**src/rtl/mem_arb_pkg.sv**
```systemverilog
// Shared types and width defaults for the fetch/data memory arbiter.
package mem_arb_pkg;

    localparam int MEM_ARB_ADDR_W = 64;
    localparam int MEM_ARB_DATA_W = 64;

    typedef enum logic [1:0] {
        IDLE   = 2'd0,
        RESP_I = 2'd1,
        RESP_D = 2'd2
    } arb_state_e;

endpackage

```
**src/rtl/mem_arb_if.sv**
```systemverilog
// Request/response and memory-side bus between the fetch unit, the data unit and memory.
interface mem_arb_if
    import mem_arb_pkg::*;
#(
    parameter int ADDR_W = MEM_ARB_ADDR_W,
    parameter int DATA_W = MEM_ARB_DATA_W
);
    logic              if_req;
    logic [ADDR_W-1:0] if_adr;
    logic              if_gnt;
    logic              if_rvalid;
    logic [31:0]       if_rdata;

    logic              d_req;
    logic              d_we;
    logic [ADDR_W-1:0] d_adr;
    logic [DATA_W-1:0] d_wdata;
    logic              d_gnt;
    logic              d_rvalid;
    logic [DATA_W-1:0] d_rdata;

    logic              mem_en;
    logic              mem_we;
    logic [ADDR_W-1:0] mem_adr;
    logic [DATA_W-1:0] mem_wdata;
    logic [DATA_W-1:0] mem_rdata;

    modport slave (
        input  if_req, if_adr, d_req, d_we, d_adr, d_wdata, mem_rdata,
        output if_gnt, if_rvalid, if_rdata, d_gnt, d_rvalid, d_rdata,
               mem_en, mem_we, mem_adr, mem_wdata
    );

    modport master (
        output if_req, if_adr, d_req, d_we, d_adr, d_wdata, mem_rdata,
        input  if_gnt, if_rvalid, if_rdata, d_gnt, d_rvalid, d_rdata,
               mem_en, mem_we, mem_adr, mem_wdata
    );
endinterface

```
**src/rtl/sat_counter.sv**
```systemverilog
// Up-counter that sticks at all-ones; clear has priority over inc.
module sat_counter #(
    parameter int W = 16
) (
    input  logic         clk,
    input  logic         rst_n,
    input  logic         inc,
    input  logic         clear,
    output logic [W-1:0] count
);
    always_ff @(posedge clk or negedge rst_n) begin
        if (!rst_n)                  count <= '0;
        else if (clear)              count <= '0;
        else if (inc && !(&count))   count <= count + W'(1);
    end
endmodule

```
**src/rtl/mem_arbiter.sv**
```systemverilog
// Single-port memory arbiter for instruction fetch and data access, one-cycle read latency.
// Define MEM_ARB_RR_EN for round-robin on contention; default build gives data fixed priority.
module mem_arbiter
    import mem_arb_pkg::*;
#(
    parameter int ADDR_W = MEM_ARB_ADDR_W,
    parameter int DATA_W = MEM_ARB_DATA_W,
    parameter int CNT_W  = 16
) (
    input  logic             clk,
    input  logic             rst_n,
    mem_arb_if.slave         bus,
    output logic [CNT_W-1:0] if_stall_cnt
);
    arb_state_e state_q, state_d;
    logic       sel_hi_q, sel_hi_d;
    logic       gnt_i, gnt_d, prio_d;

`ifdef MEM_ARB_RR_EN
    logic prio_d_q;

    // Only contended grants move the pointer; a lone requester never steals the other's turn.
    always_ff @(posedge clk or negedge rst_n) begin
        if (!rst_n)                      prio_d_q <= 1'b1;
        else if (bus.if_req && bus.d_req) prio_d_q <= ~prio_d_q;
    end
    assign prio_d = prio_d_q;
`else
    assign prio_d = 1'b1;
`endif

    always_ff @(posedge clk or negedge rst_n) begin
        if (!rst_n) begin
            state_q  <= IDLE;
            sel_hi_q <= 1'b0;
        end else begin
            state_q  <= state_d;
            sel_hi_q <= sel_hi_d;
        end
    end

    always_comb begin
        gnt_i         = 1'b0;
        gnt_d         = 1'b0;
        state_d       = IDLE;
        sel_hi_d      = sel_hi_q;
        bus.mem_en    = 1'b0;
        bus.mem_we    = 1'b0;
        bus.mem_adr   = '0;
        bus.mem_wdata = '0;

        if (rst_n) begin
            gnt_d = bus.d_req && (!bus.if_req || prio_d);
            gnt_i = bus.if_req && !gnt_d;
        end

        if (gnt_d) begin
            bus.mem_en  = 1'b1;
            bus.mem_we  = bus.d_we;
            bus.mem_adr = {bus.d_adr[ADDR_W-1:3], 3'b000};
            if (bus.d_we) bus.mem_wdata = bus.d_wdata;
            else          state_d       = RESP_D;
        end else if (gnt_i) begin
            bus.mem_en  = 1'b1;
            bus.mem_adr = {bus.if_adr[ADDR_W-1:3], 3'b000};
            state_d     = RESP_I;
            sel_hi_d    = bus.if_adr[2];
        end

        bus.if_gnt    = gnt_i;
        bus.d_gnt     = gnt_d;
        bus.if_rvalid = (state_q == RESP_I);
        bus.d_rvalid  = (state_q == RESP_D);
        bus.if_rdata  = '0;
        bus.d_rdata   = '0;
        if (state_q == RESP_I) bus.if_rdata = sel_hi_q ? bus.mem_rdata[63:32] : bus.mem_rdata[31:0];
        if (state_q == RESP_D) bus.d_rdata  = bus.mem_rdata;
    end

    // Sub-word address bits carry no meaning for a word-wide memory.
    logic unused_adr_bits;
    assign unused_adr_bits = ^{bus.d_adr[2:0], bus.if_adr[1:0]};

    sat_counter #(.W(CNT_W)) u_if_stall (
        .clk   (clk),
        .rst_n (rst_n),
        .inc   (bus.if_req && !gnt_i),
        .clear (1'b0),
        .count (if_stall_cnt)
    );
endmodule

```
**src/flat_wrapper.sv**
```systemverilog
// flat-port wrapper written by rule: the top's interface ports become plain ports
module mem_arbiter_flat import mem_arb_pkg::*;
#(
    parameter int ADDR_W = MEM_ARB_ADDR_W,
    parameter int DATA_W = MEM_ARB_DATA_W,
    parameter int CNT_W  = 16
)
  (clk, rst_n, if_stall_cnt, bus_if_req, bus_if_adr, bus_d_req, bus_d_we, bus_d_adr, bus_d_wdata, bus_mem_rdata, bus_if_gnt, bus_if_rvalid, bus_if_rdata, bus_d_gnt, bus_d_rvalid, bus_d_rdata, bus_mem_en, bus_mem_we, bus_mem_adr, bus_mem_wdata);
  mem_arb_if #(.ADDR_W(ADDR_W), .DATA_W(DATA_W)) bus_i ();
  input  logic clk;
  input  logic rst_n;
  output logic [CNT_W-1:0] if_stall_cnt;
  input wire logic [$bits(bus_i.if_req)-1:0] bus_if_req;
  input wire logic [$bits(bus_i.if_adr)-1:0] bus_if_adr;
  input wire logic [$bits(bus_i.d_req)-1:0] bus_d_req;
  input wire logic [$bits(bus_i.d_we)-1:0] bus_d_we;
  input wire logic [$bits(bus_i.d_adr)-1:0] bus_d_adr;
  input wire logic [$bits(bus_i.d_wdata)-1:0] bus_d_wdata;
  input wire logic [$bits(bus_i.mem_rdata)-1:0] bus_mem_rdata;
  output wire logic [$bits(bus_i.if_gnt)-1:0] bus_if_gnt;
  output wire logic [$bits(bus_i.if_rvalid)-1:0] bus_if_rvalid;
  output wire logic [$bits(bus_i.if_rdata)-1:0] bus_if_rdata;
  output wire logic [$bits(bus_i.d_gnt)-1:0] bus_d_gnt;
  output wire logic [$bits(bus_i.d_rvalid)-1:0] bus_d_rvalid;
  output wire logic [$bits(bus_i.d_rdata)-1:0] bus_d_rdata;
  output wire logic [$bits(bus_i.mem_en)-1:0] bus_mem_en;
  output wire logic [$bits(bus_i.mem_we)-1:0] bus_mem_we;
  output wire logic [$bits(bus_i.mem_adr)-1:0] bus_mem_adr;
  output wire logic [$bits(bus_i.mem_wdata)-1:0] bus_mem_wdata;
  assign bus_i.if_req = bus_if_req;
  assign bus_i.if_adr = bus_if_adr;
  assign bus_i.d_req = bus_d_req;
  assign bus_i.d_we = bus_d_we;
  assign bus_i.d_adr = bus_d_adr;
  assign bus_i.d_wdata = bus_d_wdata;
  assign bus_i.mem_rdata = bus_mem_rdata;
  assign bus_if_gnt = bus_i.if_gnt;
  assign bus_if_rvalid = bus_i.if_rvalid;
  assign bus_if_rdata = bus_i.if_rdata;
  assign bus_d_gnt = bus_i.d_gnt;
  assign bus_d_rvalid = bus_i.d_rvalid;
  assign bus_d_rdata = bus_i.d_rdata;
  assign bus_mem_en = bus_i.mem_en;
  assign bus_mem_we = bus_i.mem_we;
  assign bus_mem_adr = bus_i.mem_adr;
  assign bus_mem_wdata = bus_i.mem_wdata;
  mem_arbiter #(.ADDR_W(ADDR_W), .DATA_W(DATA_W), .CNT_W(CNT_W)) u_core (.clk(clk), .rst_n(rst_n), .bus(bus_i), .if_stall_cnt(if_stall_cnt));
endmodule
```
**config.mk**
```make
export PLATFORM = sky130hd
export DESIGN_NAME = mem_arbiter_flat
export DESIGN_NICKNAME = d
export VERILOG_FILES = /design/src/rtl/mem_arb_pkg.sv /design/src/rtl/mem_arb_if.sv /design/src/rtl/sat_counter.sv /design/src/rtl/mem_arbiter.sv /design/src/flat_wrapper.sv
export SDC_FILE = /design/constraint.sdc
export NUM_CORES = 1
export LEC_CHECK = 0
export BUFFER_PORTS_ARGS = -buffer_cell sky130_fd_sc_hd__buf_2
export CAP_MARGIN = 20
export CORE_AREA = 10 10 187 189
export CTS_CLUSTER_DIAMETER = 120
export DETAILED_ROUTE_END_ITERATION = 10
export DIE_AREA = 0 0 197 199
export SYNTH_ARGS = -nofsm -noshare
export SYNTH_HDL_FRONTEND = slang
export SYNTH_SLANG_ARGS = --single-unit
```
**constraint.sdc**
```tcl
create_clock -name clk -period 2 [get_ports clk]
set_clock_uncertainty 0.1 [all_clocks]
set_input_delay 0.4 -clock clk [delete_from_list [all_inputs] [get_ports clk]]
set_output_delay 0.4 -clock clk [all_outputs]
set_load 0.1 [all_outputs]
```
* Word-level counts from Yosys, hierarchy flattened
Index checks and enable logic that the tools add are counted.
Cells by class: $add $sub $neg 1, eq/ne operators 2, mux-type cells 15, bitwise operators 1, reductions and logical operators 8
Operator list (number):
- 2-to-1 mux 64 bit | 5
- 2-to-1 mux 32 bit | 2
- adder 16 x 1 -> 16 bit, second input constant | 1
- AND reduction 16 bit | 1
- 2-to-1 mux 1 bit | 6
- 2-to-1 mux 2 bit | 2
- logical AND 1 bit | 3
- zero test 1 bit | 3
- equality test 2 x 1 -> 1 bit, second input constant | 1
- equality test 2 bit, second input constant | 1
- AND reduction 2 bit | 1
- inverter 1 bit | 1
Word-level totals: register bits after elaboration 19, input bits 261, output and inout port bits 246, word-level logic and storage cells 30

* Logic depth before layout (Yosys ltp)
word-level depth 6, gate-level depth with buffers 5, gate-level depth less buffers 5

* Modules after synthesis
A second synthesis with hierarchy kept.
Unflattened totals: cell total of the unflattened synthesis 539, area, all modules 3769.9 µm²
Modules (own cells, without submodules):
- mem_arbiter | instances 1, cells an instance 444, area each 2850.2 µm², sequential area each 75.1 µm²
- sat_counter | instances 1, cells an instance 95, area each 919.6 µm², sequential area each 400.4 µm²

* Least setup slack after synthesis
Ideal clock, no wire load.
path kind input to output, start input port bus_d_req, end output port bus_mem_adr[55], arrival 2706 ps, required time 1500 ps, path slack -1206 ps, cell stages on the path 4, buffers on the path 2, cell sequence and2_1 -> clkbuf_1 -> buf_1 -> a22o_1
On the way: elaborated cells on any way between the ends 6, classes of those cells 4 x mux; 2 x reduce/logical
RTL lines:
- start, declared | RTL line flat_wrapper.sv:15 | input wire logic [$bits(bus_i.d_req)-1:0] bus_d_req;
- 2-to-1 mux 1 bit | RTL line mem_arbiter.sv:52 | if (rst_n) begin
- via bus_d_gnt | RTL line flat_wrapper.sv:23 | output wire logic [$bits(bus_i.d_gnt)-1:0] bus_d_gnt;
- 2-to-1 mux 64 bit | RTL line mem_arbiter.sv:57 | if (gnt_d) begin
- end, declared | RTL line flat_wrapper.sv:28 | output wire logic [$bits(bus_i.mem_adr)-1:0] bus_mem_adr;
The timed path passes the listed nets, and every way through them passes these cells.

* Final worst setup path
start register u_core.state_q[0], end output port bus_d_rdata[46]
On the way: longest elaborated chain between the ends 2
Ends and longest elaborated chain:
- start, declared | RTL line mem_arbiter.sv:15 | arb_state_e state_q, state_d;
- start signal, assigned | RTL line mem_arbiter.sv:37 | state_q <= state_d;
- equality test 2 bit | RTL line mem_arbiter.sv:77 | if (state_q == RESP_D) bus.d_rdata = bus.mem_rdata;
- 2-to-1 mux 64 bit | RTL line mem_arbiter.sv:77
- end, declared | RTL line flat_wrapper.sv:25 | output wire logic [$bits(bus_i.d_rdata)-1:0] bus_d_rdata;
Every way passes these cells.

==> results.sh <==
export IMPL_synthAdderAreaFrac_pct=0.421
export IMPL_areaGrowthSynthToFinish_pct=268
export IMPL_cts_clk_slew_worst_paths_ns=0.05
export IMPL_clock_path_buffers=2
export IMPL_power_density_nw_per_um2=445
export IMPL_drt_wl_total_mm=28.0
export IMPL_critPathMaxFanout=13
export IMPL_startpoint="u_core.state_q[0]$_DFF_PN0_"
export IMPL_coreArea_um2=31200
export IMPL_intPower_uw=2110
export IMPL_hold_violations=0
export IMPL_ir_worst_vdd_uv=484
export IMPL_cts_tree="yes"
export IMPL_cp_start_kind="flop"
export IMPL_num_io_pins=507
export IMPL_die_area_um2=39200
export IMPL_viasPerCell=3.87
export IMPL_rrSetupSlack_ns=0.22
export IMPL_fin_crit_sh_pct=100
export IMPL_synth_area_um2=2970
export IMPL_postCtsHoldBufs=0
export IMPL_power_frac_comb_pct=79.3
export IMPL_chipHeight_um=199
export IMPL_outcome="finished with violations"
export IMPL_finalSetupTns_ns=-0.00522
export IMPL_swShare_pct=56.6
export IMPL_grt_pass1_vias=5542
export IMPL_cp_cell_sequence="nor2b_4 > buf_12 > buf_8 > and2_4 > buf_12"
export IMPL_maxSlewViolCount=0
export IMPL_yosysSeqAreaShare_pct=16.0
export IMPL_synth_simple_area_share_pct=42.1
export IMPL_setup_ws_ns=-0.00522
export IMPL_place_area_um2=10600
export IMPL_critPathMaxStageDelay_ns=0.43
export IMPL_ys_ff_latch=19
export IMPL_period_needed_ns=2.01
export IMPL_insertion_delay_ns=0.25
export IMPL_drive_gt1_share_pct=91.3
export IMPL_root_buffer="clkbuf_16"
export IMPL_cap_violations=0
export IMPL_antenna_found_initial=11
export IMPL_worstSetupEndpointType="output port"
export IMPL_cts_sinks=19
export IMPL_p_leak_uw=0.00504
export IMPL_r2r_start="u_core.u_if_stall.count[4]$_DFFE_PN0P_"
export IMPL_synth_area_mux_share_pct=12.4
export IMPL_finalSetupViolCount=1
export IMPL_post_place_ws_ns=-0.0450
export IMPL_final_util_pct=35.0
export IMPL_power_net_switching_uw=2750
export IMPL_hp_class="input pin to async pin"
export IMPL_cts_buffers=3
export IMPL_grt_pass1_wl_mm=38.1
export IMPL_grt_overflow=0
export IMPL_synth_compound_area_share_pct=19.2
export IMPL_grt_usage_pct=12.7
export IMPL_p_clk_share_pct=8.5
export IMPL_r2r_end="u_core.u_if_stall.count[14]$_DFFE_PN0P_"
export IMPL_seqPwrFrac_pct=12.2
export IMPL_final_nets=1157
export IMPL_synth_xor_area_share_pct=3.24
export IMPL_required_ns=1.50
export IMPL_cp_endpoint="bus_d_rdata[46]"
export IMPL_slowest_stage="dfrtp_1"
export IMPL_die_width_um=197
export IMPL_drtAntennaViolNets=0
export IMPL_arrival_ns=1.51
export IMPL_htree_levels=1
export IMPL_drc=0
export IMPL_grt_max_degree=55
export IMPL_vias=5039
export IMPL_synth_top_family_by_area="simple AND/OR/NAND/NOR gates"
export IMPL_post_dp_hpwl_mm=25.2
export IMPL_rsz0062_at_grt="yes"
export IMPL_avgSynthCellArea_um2=7.70
export IMPL_wl_per_cell_um=21.5
export IMPL_syn_inst=386
export IMPL_io_buffers=498
export IMPL_reg2reg_depth=4
export IMPL_yosysWarnings=0
export IMPL_rows=65
export IMPL_path_common_cell="buf_12"
export IMPL_worstSetupPathType="flop to output port"
export IMPL_post_route_cell_area_um2=10900
export IMPL_drtIter0Drc=159
export IMPL_gp_congestion=0.842
export IMPL_synthDistinctLibCells=40
export IMPL_start_util_pct=9.52
export IMPL_fmax_mhz=499
export IMPL_firstDrtPassIters=4
export IMPL_violations="negative setup slack"
==> synthesized netlist by cell type <==
master / instances / area share, %
inv_1: 5 / 0.63
mux2_2: 1 / 0.38
xnor2_1: 1 / 0.29
nor3_1: 5 / 0.84
nor4_4: 2 / 1.4
nand2_1: 7 / 0.88
and4_1: 1 / 0.29
nor3b_1: 2 / 0.51
nand3_1: 5 / 0.84
o31a_1: 1 / 0.29
o21a_1: 1 / 0.25
buf_1: 1 / 0.13
nand4_1: 3 / 0.63
buf_2: 9 / 1.5
and2_1: 129 / 27
and3_1: 2 / 0.42
nor2b_1: 2 / 0.42
mux2_1: 1 / 0.38
nor4_2: 1 / 0.42
clkbuf_1: 25 / 3.2
nor2_2: 1 / 0.21
nor4_1: 1 / 0.21
conb_1: 1 / 0.13
or2_1: 2 / 0.42
nand2b_1: 3 / 0.63
o21ai_0: 3 / 0.51
dfrtp_1: 19 / 16
xor2_1: 10 / 2.9
buf_6: 1 / 0.38
buf_4: 3 / 0.76
nor4b_2: 2 / 1.0
a22o_1: 61 / 18
a21oi_1: 1 / 0.17
nand4_2: 1 / 0.42
and4bb_2: 1 / 0.42
ha_1: 1 / 0.42
nand3_2: 1 / 0.34
mux2i_1: 33 / 11
mux2_4: 1 / 0.51
nor2_1: 36 / 4.5
==> worst max-delay path: cells and delay by family (launching register included) <==
family        cells  cell delay [ns]
simple gates      2             0.32
flops             1             0.43
buf+inv           3             0.49
==> cells by family after synthesis <==
family                     count (synthesis)
DFF                                       19
adders and majority gates                  1
buffers and inverters                     44
and+or+nand+nor                          207
muxes                                     36
AOI/OAI and AO/OA                         67
other                                      1
xor gates and xnor gates                  11
==> registers in the layout (all words and copies together) (netlist names) <==
signal / flops
u_core.sel_hi_q: 1
u_core.u_if_stall.count: 16
u_core.state_q: 2
==> power groups by stage <==
stage / clock, µW / combinational (µW) / sequential [µW]
final: 414 / 3860 / 592
after detailed placement: 0 / 3780 / 595
after global placement: 0 / 3750 / 588
after global routing: 444 / 3990 / 608
after floorplan: 0 / 1950 / 1040
after CTS: 425 / 3800 / 588
==> routing by layer <==
metal / wire, µm / global-route usage (%)
met5: 73 / 0
met2: 14900 / 23.2
met3: 2900 / 5.41
met1: 10000 / 13.7
met4: 137 / 1.54
==> per-stage QoR <==
| stage | instances | hold slack [ns] | power, µW |
|---|---|---|---|
| detailed placement | 1285 | 0.382 | 4380 |
| CTS | 1291 | 0.154 | 4820 |
| floorplan | 388 | 0.00441 | 2990 |
| global placement | 1285 | 0.379 | 4340 |
| global route | 1298 | 0.146 | 5040 |
| finish | 1301 | 0.120 | 4870 |
==> layout by cell type (no fill, tap or decap), types with 3 or more instances in the layout <==
cell type | synthesis | layout
xor2_1 | 10 | 10
clkbuf_16 | 0 | 6
nand3_1 | 5 | 4
buf_12 | 0 | 237
buf_2 | 9 | 269
dfrtp_4 | 0 | 5
mux2i_2 | 0 | 16
a22o_4 | 0 | 58
inv_1 | 5 | 5
mux2i_1 | 33 | 17
nand4_1 | 3 | 3
nor2_4 | 0 | 30
conb_1 | 1 | 3
buf_6 | 1 | 4
nor2_2 | 1 | 4
and2_2 | 0 | 75
buf_4 | 3 | 25
a22o_2 | 0 | 3
nor3_1 | 5 | 5
diode_2 | 0 | 5
nor2_1 | 36 | 3
nand2_1 | 7 | 7
dfrtp_2 | 0 | 12
and2_4 | 0 | 54
o21ai_0 | 3 | 3
==> worst min path at each step <==
stage                                                 from                                      to  slack [ns]
finish                                               rst_n  u_core.u_if_stall.count[0]$_DFFE_PN0P_        0.12
global route                                         rst_n  u_core.u_if_stall.count[1]$_DFFE_PN0P_        0.15
CTS                                                  rst_n  u_core.u_if_stall.count[1]$_DFFE_PN0P_        0.15
detailed placement  u_core.u_if_stall.count[7]$_DFFE_PN0P_  u_core.u_if_stall.count[7]$_DFFE_PN0P_        0.38
global placement    u_core.u_if_stall.count[7]$_DFFE_PN0P_  u_core.u_if_stall.count[7]$_DFFE_PN0P_        0.38
floorplan                                            rst_n             u_core.sel_hi_q$_DFFE_PN0P_       0.004
==> repair_timing <==
action | in CTS | in global routing
endpoints found under the hold margin | 0 | 0
buffers inserted | 2 | 1
endpoints found under the setup margin | 34 | 69
gates resized for setup | 9 | 62
cloned | 0 | 4
pin swaps | 0 | 16
==> area by class of cell <==
class | instances | area (µm²)
Tap cell | 402 | 503
Fill cell | 3067 | 20300
Clock buffer | 4 | 78.8
Inverter | 5 | 18.8
Sequential cell | 19 | 509
Multi-Input combinational cell | 325 | 3370
Timing Repair Buffer | 541 | 6450
Antenna cell | 5 | 12.5
No activity file was read; power rests on OpenSTA's default activity.
